==> config.mk <==
export PLATFORM = sky130hd
export DESIGN_NAME = add_operand_sequencer
export DESIGN_NICKNAME = d
export VERILOG_FILES = /design/src/rtl/add_operand_sequencer.sv
export SDC_FILE = /design/constraint.sdc
export NUM_CORES = 1
export LEC_CHECK = 0
export BUFFER_PORTS_ARGS = -buffer_cell sky130_fd_sc_hd__buf_2
export CAP_MARGIN = 20
export CORE_UTILIZATION = 30
export CTS_CLUSTER_DIAMETER = 100
export DETAILED_ROUTE_END_ITERATION = 16
export GPL_ROUTABILITY_DRIVEN = 0
export SLEW_MARGIN = 20
export SYNTH_ARGS = -nofsm -noshare
export SYNTH_HDL_FRONTEND = slang
export SYNTH_SLANG_ARGS = --single-unit
==> constraint.sdc <==
create_clock -name clk -period 2 [get_ports clk]
set_input_delay 0.6 -clock clk [delete_from_list [all_inputs] [get_ports clk]]
set_output_delay 0.6 -clock clk [all_outputs]
set_load 0.02 [all_outputs]
==> src/rtl/add_operand_sequencer.sv <==
// add_operand_sequencer
// Sequencer for the 8-bit ripple adder (adder8). It takes a 3-beat byte
// transaction (ctrl, A, B), drives the adder operands from registers, captures
// the sum with C/Z/N/V flags, and holds the result until it is consumed.
//
// Ports:
//   clk, rst            clock; synchronous active-high reset
//   in_data/in_valid    input byte stream (ctrl, A, B)
//   in_ready            beat accepted when in_valid && in_ready
//   add_a/add_b/add_cin registered operands driven to adder8
//   add_sum/add_cout    adder8 result
//   res_data/res_flags  captured sum and {C, Z, N, V}
//   res_valid/res_ready result handshake
//   timeout_err         one-cycle pulse when a stalled transaction is aborted
//
// State  | meaning
// -------+-----------------------------------------------------------
// IDLE   | waiting for a ctrl beat
// GET_A  | waiting for operand A (stall timer running)
// GET_B  | waiting for operand B (stall timer running)
// EXEC   | adder inputs stable; capture sum/flags at the end of the cycle
// HOLD   | result held on res_* until res_ready
module add_operand_sequencer #(
  parameter int unsigned IDLE_TIMEOUT = 16
) (
  input  logic       clk,
  input  logic       rst,
  input  logic [7:0] in_data,
  input  logic       in_valid,
  output logic       in_ready,
  output logic [7:0] add_a,
  output logic [7:0] add_b,
  output logic       add_cin,
  input  logic [7:0] add_sum,
  input  logic       add_cout,
  output logic [7:0] res_data,
  output logic [3:0] res_flags,
  output logic       res_valid,
  input  logic       res_ready,
  output logic       timeout_err
);

  localparam logic [2:0] ST_IDLE  = 3'd0;
  localparam logic [2:0] ST_GET_A = 3'd1;
  localparam logic [2:0] ST_GET_B = 3'd2;
  localparam logic [2:0] ST_EXEC  = 3'd3;
  localparam logic [2:0] ST_HOLD  = 3'd4;

  // The stall timer counts down the remaining in_valid-low cycles; an
  // abort fires on a low cycle seen with the count already at zero.
  localparam logic [7:0] CNT_LOAD = 8'(IDLE_TIMEOUT - 1);

  logic [2:0] state;
  logic [7:0] op_a;
  logic       sub_q;
  logic       chain_q;
  logic       c_store;
  logic [7:0] idle_cnt;
  logic       beat;
  logic       in_getop;
  logic       ovf;

  assign in_ready  = (state == ST_IDLE) || (state == ST_GET_A) || (state == ST_GET_B);
  assign res_valid = (state == ST_HOLD);
  assign beat      = in_valid && in_ready;
  assign in_getop  = (state == ST_GET_A) || (state == ST_GET_B);

  // Signed overflow is judged on the operands actually presented to the
  // adder, so SUB sees the inverted B.
  assign ovf = (add_a[7] == add_b[7]) && (add_sum[7] != add_a[7]);

  always_ff @(posedge clk) begin
    if (rst) begin
      state       <= ST_IDLE;
      op_a        <= 8'd0;
      sub_q       <= 1'b0;
      chain_q     <= 1'b0;
      add_a       <= 8'd0;
      add_b       <= 8'd0;
      add_cin     <= 1'b0;
      res_data    <= 8'd0;
      res_flags   <= 4'd0;
      c_store     <= 1'b0;
      timeout_err <= 1'b0;
      idle_cnt    <= 8'd0;
    end else begin
      timeout_err <= 1'b0;
      if (in_getop && !beat) begin
        if (idle_cnt == 8'd0) begin
          state       <= ST_IDLE;
          timeout_err <= 1'b1;
        end else begin
          idle_cnt <= idle_cnt - 8'd1;
        end
      end else begin
        case (state)
          ST_IDLE: begin
            if (beat) begin
              sub_q    <= in_data[0];
              chain_q  <= in_data[1];
              idle_cnt <= CNT_LOAD;
              state    <= ST_GET_A;
            end
          end
          ST_GET_A: begin
            op_a     <= in_data;
            idle_cnt <= CNT_LOAD;
            state    <= ST_GET_B;
          end
          ST_GET_B: begin
            add_a    <= op_a;
            add_b    <= sub_q ? ~in_data : in_data;
            add_cin  <= chain_q ? c_store : sub_q;
            idle_cnt <= 8'd0;
            state    <= ST_EXEC;
          end
          ST_EXEC: begin
            res_data  <= add_sum;
            res_flags <= {add_cout, (add_sum == 8'd0), add_sum[7], ovf};
            c_store   <= add_cout;
            state     <= ST_HOLD;
          end
          ST_HOLD: begin
            if (res_ready) state <= ST_IDLE;
          end
          default: state <= ST_IDLE;
        endcase
      end
    end
  end

endmodule
Word level (Yosys, flattened, before mapping) --
Cells that the tools add are included.
Storage, ports and cells: bits in registers 52, bits of input ports 21, word-level logic and storage cells 55
Operators by class: add/subtract/negate cells 1, equal/unequal tests 10, mux-type cells 12, bitwise gates (word level) 2, reductions and logical operators 18
Operators with widths (count):
- $mux 8 | 4
- $pmux 8 s3 | 1
- $logic_not 8->1 | 2
- $pmux 3 s5 | 1
- $mux 3 | 4
- $reduce_and 3->1 | 3
- $not 8->8 | 1
- $sub 8x1->8 const B | 1
- $eq 3x2->1 const B | 2
- $reduce_and 2->1 | 3
- $reduce_bool 4->1 | 1
- $eq 3x1->1 const B | 1
- $eq 3x3->1 const B | 1
- $logic_and 1x1->1 | 3
- $logic_not 3->1 | 1
- $logic_or 1x1->1 | 3
- $ne 3x1->1 const B | 1
- $ne 3x2->1 const B | 1
- $mux 1 | 2
- $ne 2x1->1 const B | 1
- $ne 2x2->1 const B | 1
- $reduce_or 2->1 | 1
- $eq 1x1->1 | 1
- $logic_not 1->1 | 1
- 2 further kinds | 2

Logic depth before layout (Yosys ltp) --
depth in word-level cells 8, depth in mapped cells 7, gate-level depth less buffers 6

Least setup slack after synthesis --
OpenSTA, ideal clock, no wires.
path type input -> register, start point input in_valid, end point register idle_cnt[1], setup time 0.132 ns, arrival time 1.702 ns, setup slack 0.166 ns, stages 6, cells stage by stage clkbuf_1 -> or4_1 -> o211ai_4 -> buf_6 -> a211o_1 -> a21oi_1
Between the ends: cells in the longest elaborated chain, start to end 5
Ends and longest elaborated chain:
- start, declared | RTL line 29 | input logic in_valid,
- $logic_and 1x1->1 * | RTL line 65 | assign beat = in_valid && in_ready;
- $logic_not 1->1 | RTL line 88 | if (in_getop && !beat) begin
- $logic_and 1x1->1 | RTL line 88
- $ne 3x2->1 (no source line) (tied with other cells)
- $reduce_and 3->1 (no source line)
- end signal, assigned | RTL line 93 | idle_cnt <= idle_cnt - 8'd1;
- end, declared | RTL line 58 | logic [7:0] idle_cnt;
Every way passes the cells marked *; elsewhere a longest branch is shown, timed or not. A chain may end at the register's enable or synchronous reset.

Worst setup path after layout --
start point register state[0], end point output res_valid
Between the ends: cells in the longest elaborated chain, start to end 1
Ends and longest elaborated chain:
- start, declared | RTL line 53 | logic [2:0] state;
- start signal, assigned | RTL line 74 | state <= ST_IDLE;
- start signal, assigned | RTL line 90 | state <= ST_IDLE;
- start signal, assigned | RTL line 102 | state <= ST_GET_A;
- $eq 3x3->1 | RTL line 64 | assign res_valid = (state == ST_HOLD);
- end, declared | RTL line 38 | output logic res_valid,
Every way passes these cells.

==> impl_results.md <==
- Static leakage: 1.03 nW
- Die span in x: 86.6 um
- Initial DRC Count: 61
- Core area: 6830 um2
- WP data arrival: 1.26 ns
- Fillers: 751
- Mapped Area: 2140 um2
- Fraction of layout cells with a size suffix above 1: 24.0%
- Slew Limit Fails: 0
- Syn Area/Cell: 8.65 um2
- Detail Route Antenna Nets: 0
- Hpwl dp: 3.34 mm
- Crit-path max FO: 12
- P per Cell Area: 777 nW/um2
- Post-Place Setup Slack: 0.0565 ns
- Ys Warns: 0
- Latest clock arrival within the worst-skew pair: 0.30 ns
- Routed length per instance: 12.0 um
- Slew @ Worst Pin: 0.583 ns
- Worst hold slack: 0.452 ns
- CTS Sinks: 50
- Number of global-route vias before repair: 1735
- Peak VDD IR: 435 uV
- Initial antenna violation count: 0
- Setup tns final: 0 ns
- CTS H-Tree Depth: 2
- GRT overflow: 0
- Die Ht: 86.6 um
- Syn_nets: 271
- Max_cap viols: 0
- Cell family with most CP delay: flip-flops
- Die area: 7490 um2
- Tmin final: 1.86 ns
- Row cnt: 30
- First-pass GRT wire length: 7.86 mm
- Largest net degree at the start of global routing: 28
- Clock tree buffer depth: 2
- Total power: 2.02 mW
- Area occupied by multi-input gates: 1030 um2
- Post-CTS Resized: 0
- Number of distinct library cells after synthesis: 39
- Setup repair bufs after CTS: 0
- Final wirelength: 4.72 mm
- Hold buffer count at CTS: 0
- Synth Register Bits: 50
- Hold_sp: res_data[4]
- # setup viols final: 0
- Drt first pass iters: 4
- Reg2reg path depth: 6
- Clock skew: 0.00422 ns
- Worst path cell trace: nor3b_1 > buf_2
- Slew margin rel.: 61.1%
- Crit share post-route: 93.1%
- Final worst slack: 0.137 ns
- Post-Layout Cell Count: 392
- Final core occ: 38.1%
- Critical R2R Capture: idle_cnt[5]
- Clock-pin slew on the worst setup and hold paths: 0.09 ns
- Cells after Synth: 248
- CTS buffer count: 5
- Worst min path class: flip-flop to flip-flop
- Area of placed instances: 2510 um2
- Outcome: finished, final reports clean
- Via count: 1830
- # DRC: 0
- Hold Fails Final Rpt: 0
- Ant. Diodes: 0
- I/O pin count: 53
- Setup CP Type: flip-flop to primary output
- Design Area, Final: 2600 um2
- RSZ-0062 raised after global routing: no
- Worst path slowest cell: dfxtp_1
- DR vias/cell: 4.67
- Area grow syn2layout: 21.4%
- Critical path startpoint category: flip-flop
- Cells after DPL: 384
- Initial Util: 31.4%
- TritonCTS clock tree: yes
- CTS Root Buffer Type: clkbuf_8
- Fmax: 537 MHz
- Worst Hold Endpoint: res_data[4]
- CP max stage delay: 0.44 ns
- Total GRT Usage: 13.2%
- CP endpoint kind: primary output
- Register area: 1000 um2
- Layout Nets: 318
- Hold Crit Depth: 2
- Reg2Reg Setup Slack: 0.19 ns
- I/O Buffers: 52
- Required time worst endpoint: 1.40 ns
- Register area share after synthesis: 46.7%
- Worst r2r src: idle_cnt[0]
- Buffers & Inverters on Critical Path: 1
-- layout by cell type, fill, tap and decap left out, types with 2 or more instances in the layout --
master	instances
nor2b_1	3
nand3b_1	2
clkbuf_8	6
nor4_1	4
buf_12	2
nor2_1	23
dfxtp_1	50
nor3_1	4
nand2_1	39
inv_1	4
o21ai_0	2
or3_1	7
and3b_1	3
xnor2_1	8
o21ai_1	4
nand3_1	2
ha_1	2
a211oi_1	10
nand2b_1	4
buf_2	52
a21oi_1	29
nor3b_1	3
buf_4	5
mux2i_1	11
o32ai_1	2
-- worst reg2reg max path, cell delays in order, from the launching register on --
cell	delay (ns)
dfxtp_1	0.35
inv_1	0.10
ha_1	0.15
or4b_4	0.48
o211ai_4	0.39
or3_1	0.18
a21oi_1	0.06
-- metal layers --
metal	GRT usage [%]	share of wire (%)
met5	0	0
met4	4.09	0.76
met3	4.10	5.6
met2	21.9	46
met1	16.3	48
-- worst max-delay path by stage --
stage	endpoint	start	slack [ns]	cells past startpoint
after CTS	res_valid	state[0]	0.14	2
after global routing	res_valid	state[0]	0.03	2
after floorplan	idle_cnt[1]	in_valid	0.17	6
final	res_valid	state[0]	0.14	2
after global placement	idle_cnt[4]	in_valid	0.1	5
after detailed placement	idle_cnt[5]	in_valid	0.06	5
-- cells in the mapped netlist --
master | count | area, um2
a21oi_1 | 29 | 145
and2b_1 | 1 | 7.51
buf_6 | 1 | 11.3
nand4bb_1 | 1 | 11.3
buf_1 | 1 | 3.75
buf_4 | 2 | 15.0
nand3b_1 | 2 | 15.0
nor2_1 | 23 | 86.3
nand3_1 | 2 | 10.0
nand2_1 | 39 | 146
a31oi_1 | 1 | 6.26
inv_1 | 4 | 15.0
or2_2 | 1 | 6.26
or3_1 | 7 | 43.8
dfxtp_1 | 50 | 1000
ha_1 | 2 | 25.0
or4_1 | 1 | 7.51
nor3b_1 | 3 | 22.5
nand2b_1 | 4 | 25.0
a211oi_1 | 10 | 75.1
nor3_1 | 4 | 20.0
clkbuf_1 | 9 | 33.8
o32ai_1 | 2 | 17.5
or4b_4 | 1 | 13.8
and3b_1 | 3 | 26.3
a22oi_1 | 1 | 7.51
mux2i_1 | 11 | 110
a21oi_2 | 1 | 8.76
xnor2_1 | 8 | 70.1
o21bai_1 | 1 | 7.51
o21ai_1 | 4 | 20.0
nor2b_1 | 3 | 18.8
a21o_1 | 1 | 7.51
buf_2 | 6 | 30.0
nor4_1 | 4 | 25.0
o21ai_0 | 2 | 10.0
xor2_1 | 1 | 8.76
a211o_1 | 1 | 8.76
o211ai_4 | 1 | 21.3
-- sequential cells by signal, summed over array words and instances, names as in the netlist --
| register | cells |
|---|---|
| add_a | 8 |
| add_b | 8 |
| idle_cnt | 8 |
| op_a | 8 |
| res_data | 7 |
| res_flags | 4 |
| state | 3 |
| add_cin | 1 |
| chain_q | 1 |
| sub_q | 1 |
| timeout_err | 1 |
-- cell type report --
cell class                 instances  area share (%)
sequential                        50            38.4
timing repair buffer              59            13.0
clock buffer                       6            3.17
inverter                           4           0.577
multi-input combinational        175            39.7
tap                               96            4.61
clock inverter                     2           0.481
-- power breakdown --
group	internal [mW]	switching, mW
combinational	0.146	0.174
sequential	1.04	0.0473
clock	0.279	0.339
-- kinds of logic (layout without fill, tap and decap cells) --
logic type	after synthesis	count (layout)	share of synthesized area, %
simple gates	99	99	22.6
compound gates	54	54	15.6
flops	50	50	46.7
buf+inv	23	71	5.08
mux	11	11	5.13
xor+xnor	9	9	3.68
fa+ha+maj	2	2	1.17
(Power assumes the default switching activity.)
